File: config.mk
export PLATFORM = sky130hd
export DESIGN_NAME = rvfi_imem_responder
export DESIGN_NICKNAME = d
export VERILOG_FILES = /design/src/rtl/rvfi_imem_responder.sv
export SDC_FILE = /design/constraint.sdc
export NUM_CORES = 1
export LEC_CHECK = 0
export CAP_MARGIN = 30
export CORE_ASPECT_RATIO = 0.5
export CORE_UTILIZATION = 45
export CTS_CLUSTER_SIZE = 20
export DETAILED_ROUTE_END_ITERATION = 12
export PLACE_DENSITY = 0.83
export SYNTH_ARGS = -nofsm -noshare
export SYNTH_HDL_FRONTEND = slang
export SYNTH_SLANG_ARGS = --single-unit
File: constraint.sdc
create_clock -name clk -period 6.3 [get_ports clk]
set_clock_uncertainty 0.05 [all_clocks]
set_input_delay 1.26 -clock clk [delete_from_list [all_inputs] [get_ports clk]]
set_output_delay 1.26 -clock clk [all_outputs]
set_load 0.05 [all_outputs]
File: src/rtl/rvfi_imem_responder.sv
// Fetch-bus slave for formal and sim harnesses.
// Wait-state handshake, parcel injection, protocol/stall monitors.
module rvfi_imem_responder #(
  parameter int XLEN             = 32,
  parameter int DW               = 32,
  parameter int WAITW            = 3,
  parameter int MAX_WAIT         = 7,
  parameter int STALL_LIMIT      = 16,
  parameter int CHECK_DATA_READS = 0,
  parameter int CNTW             = 16
) (
  input  logic              clk,
  input  logic              resetn,
  input  logic              mem_valid,
  input  logic              mem_instr,
  input  logic [XLEN-1:0]   mem_addr,
  input  logic [DW-1:0]     mem_wdata,
  input  logic [DW/8-1:0]   mem_wstrb,
  output logic              mem_ready,
  output logic [DW-1:0]     mem_rdata,
  input  logic [XLEN-1:0]   imem_addr,
  input  logic [15:0]       imem_data,
  input  logic [DW-1:0]     free_rdata,
  input  logic [WAITW-1:0]  wait_req,
  output logic              proto_err,
  output logic              stall_err,
  output logic [CNTW-1:0]   fetch_count
);

  localparam int NL   = DW / 16;
  localparam int OFFW = $clog2(DW / 8);
  localparam int SW   = $clog2(STALL_LIMIT + 1);

  localparam logic [WAITW-1:0] MAXW = WAITW'(MAX_WAIT);
  localparam logic [SW-1:0]    SLIM = SW'(STALL_LIMIT);

  typedef enum logic {
    S_IDLE,
    S_WAIT
  } state_t;

  state_t             state_q, state_d;
  logic [WAITW-1:0]   cnt_q, cnt_d;
  logic [XLEN-1:0]    addr_q, addr_d;
  logic               instr_q, instr_d;
  logic [DW/8-1:0]    wstrb_q, wstrb_d;
  logic               proto_q, proto_d;
  logic               stall_err_q, stall_err_d;
  logic [SW-1:0]      stall_cnt_q, stall_cnt_d;
  logic [CNTW-1:0]    fcnt_q, fcnt_d;

  logic               viol;
  logic               ovr_ok;
  logic [XLEN-1:0]    base;
  logic               unused_wdata;

  // Write data is only observed by the core-side checker.
  assign unused_wdata = ^mem_wdata;

  // State and bookkeeping registers, synchronous reset.
  always_ff @(posedge clk) begin
    if (!resetn) begin
      state_q     <= S_IDLE;
      cnt_q       <= '0;
      addr_q      <= '0;
      instr_q     <= 1'b0;
      wstrb_q     <= '0;
      proto_q     <= 1'b0;
      stall_err_q <= 1'b0;
      stall_cnt_q <= '0;
      fcnt_q      <= '0;
    end else begin
      state_q     <= state_d;
      cnt_q       <= cnt_d;
      addr_q      <= addr_d;
      instr_q     <= instr_d;
      wstrb_q     <= wstrb_d;
      proto_q     <= proto_d;
      stall_err_q <= stall_err_d;
      stall_cnt_q <= stall_cnt_d;
      fcnt_q      <= fcnt_d;
    end
  end

  // Next-state: accept in IDLE, leave WAIT on the ready cycle.
  always_comb begin
    state_d = state_q;
    unique case (state_q)
      S_IDLE: if (mem_valid) state_d = S_WAIT;
      S_WAIT: if (cnt_q == '0) state_d = S_IDLE;
      default: state_d = S_IDLE;
    endcase
  end

  // Request latch, wait counter and monitors.
  always_comb begin
    addr_d      = addr_q;
    instr_d     = instr_q;
    wstrb_d     = wstrb_q;
    cnt_d       = cnt_q;
    stall_cnt_d = '0;
    fcnt_d      = fcnt_q;
    viol        = 1'b0;

    if (state_q == S_IDLE && mem_valid) begin
      addr_d  = mem_addr;
      instr_d = mem_instr;
      wstrb_d = mem_wstrb;
      cnt_d   = (wait_req > MAXW) ? MAXW : wait_req;
    end else if (state_q == S_WAIT && cnt_q != '0) begin
      cnt_d = cnt_q - WAITW'(1);
    end

    if (state_q == S_WAIT) begin
      viol = !mem_valid
          || (mem_addr  != addr_q)
          || (mem_instr != instr_q)
          || (mem_wstrb != wstrb_q);
    end
    proto_d = proto_q | viol;

    if (mem_valid && !mem_ready) begin
      if (stall_cnt_q == SLIM) stall_cnt_d = SLIM;
      else stall_cnt_d = stall_cnt_q + SW'(1);
    end
    stall_err_d = stall_err_q | (stall_cnt_d == SLIM);

    if (mem_ready && instr_q && wstrb_q == '0 && fcnt_q != '1) begin
      fcnt_d = fcnt_q + CNTW'(1);
    end
  end

  // Handshake and read data, with per-lane parcel injection.
  always_comb begin
    mem_ready = (state_q == S_WAIT) && (cnt_q == '0);
    mem_rdata = '0;
    base      = {addr_q[XLEN-1:OFFW], {OFFW{1'b0}}};
    ovr_ok    = (wstrb_q == '0) && (instr_q || CHECK_DATA_READS != 0);
    if (mem_ready) begin
      for (int i = 0; i < NL; i++) begin
        if (ovr_ok && (base + XLEN'(2 * i)) == imem_addr)
          mem_rdata[16*i +: 16] = imem_data;
        else
          mem_rdata[16*i +: 16] = free_rdata[16*i +: 16];
      end
    end
  end

  assign proto_err   = proto_q;
  assign stall_err   = stall_err_q;
  assign fetch_count = fcnt_q;

endmodule

# Yosys cells after proc, flatten, opt, wreduce, memory -nomap -nowiden
# Cells that the tools add are included.
# Widths: inputs -> output; s select.
[word_totals]
ram_bits = 0
in_bits = 155
latchBits = 0
elab_cells = 56
regBits = 64
rom_bits = 0
mem_count = 0
[op_classes]
bitwise = 3
muxes = 12
addsub = 4
order_cmp = 1
n_shift = 0
n_reduce_logical = 19
eq_ne = 8
div = 0
multipliers = 0
[ops]
columns = ["op", "n"]
rows = [
  ["$eq 32x32->1", 2],
  ["$add 32x2->32 const B", 1],
  ["$mux 16", 2],
  ["$mux 32", 1],
  ["$ne 32x32->1", 1],
  ["$add 16x1->16 const B", 1],
  ["$ne 16x16->1 const B", 1],
  ["$eq 5x5->1 const B", 2],
  ["$logic_and 1x1->1", 10],
  ["$mux 5", 2],
  ["$mux 3", 3],
  ["$add 5x1->5 const B", 1],
  ["$logic_not 4->1", 1],
  ["$ne 4x4->1", 1],
  ["$gt 3x3->1 const B", 1],
  ["$logic_not 3->1", 1],
  ["$logic_or 1x1->1", 3],
  ["$mux 1", 3],
  ["$reduce_bool 3->1", 1],
  ["$sub 3x1->3 const B", 1],
  ["$logic_not 1->1", 2],
  ["$or 1x1->1", 2],
  ["$pmux 1 s2", 1],
  ["$reduce_bool 2->1", 1],
  ["other kinds (2)", 2],
]

# Logic depth before layout (Yosys ltp)
# Gate-level depths: netlist of the first run.
[depth]
word_depth = 7
depth_mapped = 8
mapped_depth_nobuf = 8

# Worst setup path before layout of the first run
# OpenSTA, ideal clock, no wires.
[synth_path]
path_kind = "input port to output port"
startpoint = "in imem_addr[31]"
endpoint = "out mem_rdata[0]"
t_required_ps = 4990
t_arrival_ps = 3110
slack_ps = 1880
n_path_buf = 2
cell_stages = 7
cell_sequence = "xor2_1 -> nor4_1 -> and4_1 -> buf_4 -> buf_6 -> nand4_1 -> a21oi_1"
[synth_between]
elab_chain_cells = 4
[synth_rtl]
columns = ["item", "line_no", "rtl"]
rows = [
  ["start, declared", "21", "input logic [XLEN-1:0] imem_addr,"],
  ["$eq 32x32->1", "141", "if (ovr_ok && (base + XLEN'(2 * i)) == imem_addr)"],
  ["$logic_and 1x1->1", "141", ""],
  ["$mux 16", "141", ""],
  ["$mux 32", "139", "if (mem_ready) begin"],
  ["end, declared", "20", "output logic [DW-1:0] mem_rdata,"],
]
# Every way passes these cells.

# Worst setup path in the final report of the first run
[layout_path]
startpoint = "in imem_addr[25]"
endpoint = "out mem_rdata[31]"
# Same word-level chain as after synthesis.

==> metrics, run 1 <==
Ant. Diodes 0; aggregate routed wire length between 10000 and 15000 µm; number of inserted filler cells in the final layout approximately 730; clock buffer count from CTS 9; Slowest cell on crit path sky130_fd_sc_hd__clkdlybuf4s50_1; number of distinct library cell variants in the gate-level netlist after synthesis between 40 and 50; post-route ant nets 0; Remaining Overflow, GRT 0; average vias per placed instance ~5.5; CTS tree built; CTS H-Tree Depth 3; Worst Tran Pin Value between 1 and 1.5 ns; Worst EP arrival 4.18 ns; count of hold buffers inserted by post-cts repair 0; required time worst endpoint 4.99 ns; Largest stage delay, worst path 0.87 ns; kind of end point of the critical path primary output; Relative slew margins about 33%; Final Critical Period around 5.5 ns; crit path launch imem_addr[25]; post-synthesis cell type with the largest combined area sky130_fd_sc_hd__dfxtp_1; fraction of the cycle the final worst path needs a little under 90%; wire length of the first global-routing pass around 21000 µm; Std-Cell Rows 24; power per unit of standard cell area ~190 nW/µm²; final setup margin about 0.81 ns; synthesized instance count 533; prevailing post-synth register cell sky130_fd_sc_hd__dfxtp_1; area share of the largest cell type after synthesis 29.6%; final weighted congestion in routability-driven placement approximately 0.83; Clock transition at path regs approximately 0.050 ns; category of the most critical setup path primary input to primary output; r2r startpoint cnt_q[0]; total number of vias between 4000 and 5000; pre-CTS worst setup slack between 0.8 and 0.9 ns; port buffer count between 150 and 200; maximum clock frequency about 180 MHz; crit-path most repeated cell sky130_fd_sc_hd__clkdlybuf4s50_1; total routing resource utilization after global routing 26.0%; async set or reset register ratio after synthesis 0%; most numerous cell in the Yosys netlist sky130_fd_sc_hd__nand2_1; main area contributors after synthesis sky130_fd_sc_hd__dfxtp_1 (30%), sky130_fd_sc_hd__xor2_1 (15%), sky130_fd_sc_hd__nand2_1 (7.2%), sky130_fd_sc_hd__a21boi_0 (6.8%), sky130_fd_sc_hd__nand4_1 (5.6%); fraction of final layout cells sized beyond drive strength 1 5.81%; number of iterations in the first detailed-routing pass 4; Final setup violation count 0; largest fanout on the critical path 32; number of enable flip-flop cells after synthesis 0; initial antenna violation count 0; final non-filler cell total 806; LEAKAGE 2.41 nW; iteration-0 DRC count of the detailed router approximately 320; maximum number of pins on one net before global-route repair between 60 and 70; Detailed Place HPWL roughly 9700 µm; count of placed standard cells including taps a little under 800; post-synthesis instance area roughly 4300 µm²; accumulated negative setup slack 0 ns; number of clock sinks between 60 and 70; area of combinational cells with multiple inputs 2790 µm²; number of gates given a new drive strength after cts 0; Pwr Total around 1.2 mW; Remaining DRCs 0; peak supply drop 0.000103 V; final-layout worst hold slack ~0.41 ns; initial cell density of the core between 40 and 50%; status finished clean; Post-layout nets 844; YS warnings 0; Hold Violations, Final 0; Synth-to-Final Area Change 45.8%; DIE WIDTH between 100 and 150 µm; Clk Tree Root Cell sky130_fd_sc_hd__clkbuf_16; FF/Latch Area about 1300 µm²; cell chain of the critical path clkdlybuf4s50_1 > xor2_1 > nor4_1 > and4_1 > buf_4 > nand4_1 > a21oi_1 > clkdlybuf4s50_1; unrepaired setup endpoints after global routing no; clk_lat worst skew between 0.3 and 0.4 ns; vertical extent of the die 71.4 µm; Die ar. roughly 10000 µm²; type of origin of the critical path primary input; area inside the core boundary about 9000 µm²; mean routed wirelength per cell 16.4 µm; top cells by count, synth sky130_fd_sc_hd__nand2_1 (83), sky130_fd_sc_hd__xor2_1 (74), sky130_fd_sc_hd__dfxtp_1 (64); total setup buffers inserted after CTS 0; Post-Syn Area per Cell 8.13 µm²; portion of the post-synthesis area used by sequential elements 29.6%; boundary pin count 206; vias in the first global route ~4200; MaxCap Viol Count 0; class of the tightest hold or removal check flip-flop to flip-flop; Hold Path Origin stall_cnt_q[0]; post-synthesis net count slightly below 700; number of synthesized register bits 64; buffer levels on the longest clock path 2; Final Max Slew Viols 0
-- per-stage QoR --
stage	utilization (%)	instance area, µm²
after floorplan	-	4330
after global placement	67.0	6040
final	70.1	6320
after global routing	70.1	6320
after detailed placement	67.0	6040
after CTS	70.1	6320
-- cell families (layout without fill, tap and decap cells) --
| kind of cell | Yosys count | count (layout) | share of synthesized area (%) |
|---|---|---|---|
| simple gates | 213 | 213 | 27.6 |
| compound gates | 115 | 115 | 17.8 |
| xor+xnor | 80 | 80 | 16.2 |
| flops | 64 | 64 | 29.6 |
| buf+inv | 50 | 206 | 6.04 |
| mux | 6 | 6 | 1.39 |
| fa+ha+maj | 5 | 5 | 1.44 |
-- where the power goes --
| group | switching (mW) | internal (mW) |
|---|---|---|
| logic | 0.168 | 0.147 |
| registers | 0.0219 | 0.425 |
| clock network | 0.189 | 0.270 |
-- cell usage in the layout, fill, tap and decap left out, types with 8 or more instances in the layout --
cell type	synthesis	final
sky130_fd_sc_hd__and2_1	12	12
sky130_fd_sc_hd__xor2_1	74	74
sky130_fd_sc_hd__nor2_1	12	12
sky130_fd_sc_hd__nand3_1	9	9
sky130_fd_sc_hd__clkdlybuf4s50_1	0	172
sky130_fd_sc_hd__nor4_1	17	17
sky130_fd_sc_hd__o31ai_1	32	32
sky130_fd_sc_hd__nand2_1	83	83
sky130_fd_sc_hd__a21boi_0	39	39
sky130_fd_sc_hd__nor3_1	8	8
sky130_fd_sc_hd__clkbuf_16	0	9
sky130_fd_sc_hd__nand4_1	39	39
sky130_fd_sc_hd__a21oi_1	35	35
sky130_fd_sc_hd__dfxtp_1	64	64
sky130_fd_sc_hd__inv_1	9	9
-- path summary, 6_finish.rpt --
| kind | depth (start not counted) | end | slack [ns] |
|---|---|---|---|
| worst max-delay path | 8 | mem_rdata[31] | 0.81 |
| worst min-delay path | 1 | stall_cnt_q[0] | 0.41 |
| worst max register to register | 8 | fetch_count[15] | 3.78 |
| worst min register to register | 1 | stall_cnt_q[0] | 0.41 |
-- flip-flops by register name (all words and copies together), names as in the netlist --
signal	cells
addr_q	32
cnt_q	3
fetch_count	16
instr_q	1
proto_err	1
stall_cnt_q	5
stall_err	1
state_q	1
wstrb_q	4
-- layout make-up --
| class | instances | area share (%) |
|---|---|---|
| Clock buffer | 9 | 3.57 |
| Clock inverter | 7 | 0.872 |
| Inverter | 10 | 0.594 |
| Multi-Input combinational cell | 419 | 44.2 |
| Sequential cell | 64 | 20.3 |
| Tap cell | 117 | 2.32 |
| Timing Repair Buffer | 180 | 28.2 |
-- critical path, delay by kind of cell --
family	cells	cell delay, ns
buf+inv	3	1.60
simple gates	3	0.93
compound gates	1	0.23
xor+xnor	1	0.14
-- metal layers --
layer | routed length (µm) | GRT usage (%)
met4 | 258 | 8.57
met5 | 0 | 0
met3 | 1020 | 6.42
met2 | 6680 | 48.5
met1 | 5260 | 29.6
Note: power is estimated with default switching activity, not from simulation.
==> run 2, diff against run 1 <==
- CORE_MARGIN: not set -> 2
- MAX_ROUTING_LAYER: not set -> met4
==> run 2 against run 1 <==
Via count down 1.6%. Non-clock buffer count unchanged. Die area up 4.3%. Register-to-register slack better by 0.02 ns. Utilization down 2.7 points. Count of clock-buffer cells in the layout up 1. Clock power about the same. Sequential cell count unchanged. Final area up 0.12%. Cell count up 0.50%. Critical endpoint is now mem_rdata[26].
==> metrics, run 2 (synthesized netlist as in run 1, its figures left out) <==
status finished clean; worst-case reg-to-reg path depth 6; Hold Violations, Final 0; Synth-to-Final Area Change 46.0%; Remaining Overflow, GRT 0; post-route ant nets 0; Die ar. roughly 10000 µm²; most common library cell in the layout ignoring fill and taps sky130_fd_sc_hd__clkdlybuf4s50_1; Final Max Slew Viols 0; M1 WL around 5400 µm; iteration-0 DRC count of the detailed router approximately 210; Post-layout nets between 800 and 900; vias in the first global route ~4100; commonest cells after routing, fill and taps aside sky130_fd_sc_hd__clkdlybuf4s50_1 (172), sky130_fd_sc_hd__nand2_1 (83), sky130_fd_sc_hd__xor2_1 (74); peak supply drop ~0.00014 V; unrepaired setup endpoints after global routing no; Worst EP arrival between 4 and 5 ns; power per unit of standard cell area slightly below 200 nW/µm²; mean routed wirelength per cell between 15 and 20 µm; accumulated negative setup slack 0 ns; LEAKAGE roughly 2.4 nW; type of origin of the critical path primary input; total number of vias between 4000 and 5000; number of flip-flops in the largest register 32; final weighted congestion in routability-driven placement ~0.83; class of the tightest hold or removal check flip-flop to flip-flop; clk_lat worst skew 0.33 ns; total routing resource utilization after global routing 24.4%; Std-Cell Rows 25; highest metal layer with signal wires met4; r2r startpoint state_q; buffer levels on the longest clock path 2; crit path launch imem_addr[4]; Relative slew margins 35.3%; CTS H-Tree Depth 3; maximum clock frequency 184 MHz; area inside the core boundary 9380 µm²; port buffer count about 170; total setup buffers inserted after CTS 0; Remaining DRCs 0; termination of the worst setup path mem_rdata[26]; Worst Tran Pin Value approximately 0.97 ns; Clk Tree Root Cell sky130_fd_sc_hd__clkbuf_16; vertical extent of the die about 73 µm; fraction of final layout cells sized beyond drive strength 1 under 10%; count of hold buffers inserted by post-cts repair 0; Final setup violation count 0; kind of end point of the critical path primary output; Clock transition at path regs around 0.050 ns; MaxCap Viol Count 0; Ant. Diodes 0; maximum number of pins on one net before global-route repair 67; CTS tree built; number of clock sinks 64; initial cell density of the core between 40% and 50%; wire length of the first global-routing pass 19700 µm; largest fanout on the critical path 32; clock buffer count from CTS 9; register-to-register setup slack 3.80 ns; fraction of the cycle the final worst path needs a little under nine tenths; initial antenna violation count 0; aggregate routed wire length roughly 13000 µm; wire length on met2 roughly 6300 µm; number of iterations in the first detailed-routing pass 4; reg-to-reg critical path endpoint fetch_count[15]; met3 WL just over 800 µm; category of the most critical setup path primary input to primary output; Final Critical Period 5.43 ns; boundary pin count approximately 210; required time worst endpoint about 5 ns; DIE WIDTH 143 µm; average vias per placed instance ~5.4; number of gates given a new drive strength after cts 0; register ranked first by flip-flop count addr_q; final-layout worst hold slack 0.409 ns; Detailed Place HPWL about 9400 µm
==> run 2: changes by cell type in the layout (fill, tap and decap cells not counted), sizes merged <==
cell / previous run / this run
clkinv: 2 / 4
inv: 13 / 11
clkbuf: 9 / 10
clkinvlp: 2 / 1
==> run 2: cell type report <==
type / count / area, µm²
fillers: 784 / 3060
flip-flops and latches: 64 / 1280
well taps: 121 / 151
inverters: 10 / 37.5
multi-input cells: 419 / 2790
clock buffers: 10 / 239
repair buffers: 180 / 1780
clock inverters: 6 / 43.8
==> run 2: through the flow <==
stage          total power [mW]  instance area [µm²]  setup slack, ns  std cells  util [%]
3_5_place_dp              0.765                 6040            0.879        794      64.4
6_report                   1.22                 6320            0.865        810      67.4
2_1_floorplan             0.621                 4330             1.88        533         -
3_3_place_gp              0.759                 6040            0.898        794      64.4
5_1_grt                    1.27                 6320            0.691        810      67.4
4_1_cts                    1.23                 6320            0.851        810      67.4
==> run 2: layer usage <==
layer | GRT usage, % | vias up
li1 | - | 2207
met1 | 27.4 | 2010
met2 | 44.0 | 141
met3 | 5.41 | 27
met4 | 7.26 | 0
met5 | - | -
==> run 2: power by group <==
| group | internal [mW] | leakage [nW] | switching, mW |
|---|---|---|---|
| Sequential | 0.425 | 0.523 | 0.0223 |
| Clock | 0.278 | 0.139 | 0.183 |
| Combinational | 0.147 | 1.75 | 0.164 |
| Total | 0.850 | 2.42 | 0.369 |
==> run 2: worst max-delay path, cell delays in order <==
cell and delay (ns):
sky130_fd_sc_hd__clkdlybuf4s50_1 0.43, sky130_fd_sc_hd__xor2_1 0.15, sky130_fd_sc_hd__nor4_1 0.45, sky130_fd_sc_hd__and4_1 0.27, sky130_fd_sc_hd__buf_4 0.31, sky130_fd_sc_hd__nand4_1 0.20, sky130_fd_sc_hd__a21oi_1 0.19, sky130_fd_sc_hd__clkdlybuf4s50_1 0.84
==> run 2: worst min-delay path by stage <==
stage	from	end	slack, ns	depth (start not counted)
2_1_floorplan	stall_cnt_q[0]	stall_cnt_q[0]	0.38	1
3_3_place_gp	stall_cnt_q[0]	stall_cnt_q[0]	0.39	1
3_5_place_dp	stall_cnt_q[0]	stall_cnt_q[0]	0.40	1
4_1_cts	stall_cnt_q[0]	stall_cnt_q[0]	0.42	1
5_1_grt	stall_cnt_q[0]	stall_cnt_q[0]	0.43	1
6_report	stall_cnt_q[0]	stall_cnt_q[0]	0.41	1
==> run 3, diff against run 2 <==
- HOLD_SLACK_MARGIN: not set -> 0.02
==> results of run 3 <==
The final DEF is identical to that of run 2; final timing and power are the same.
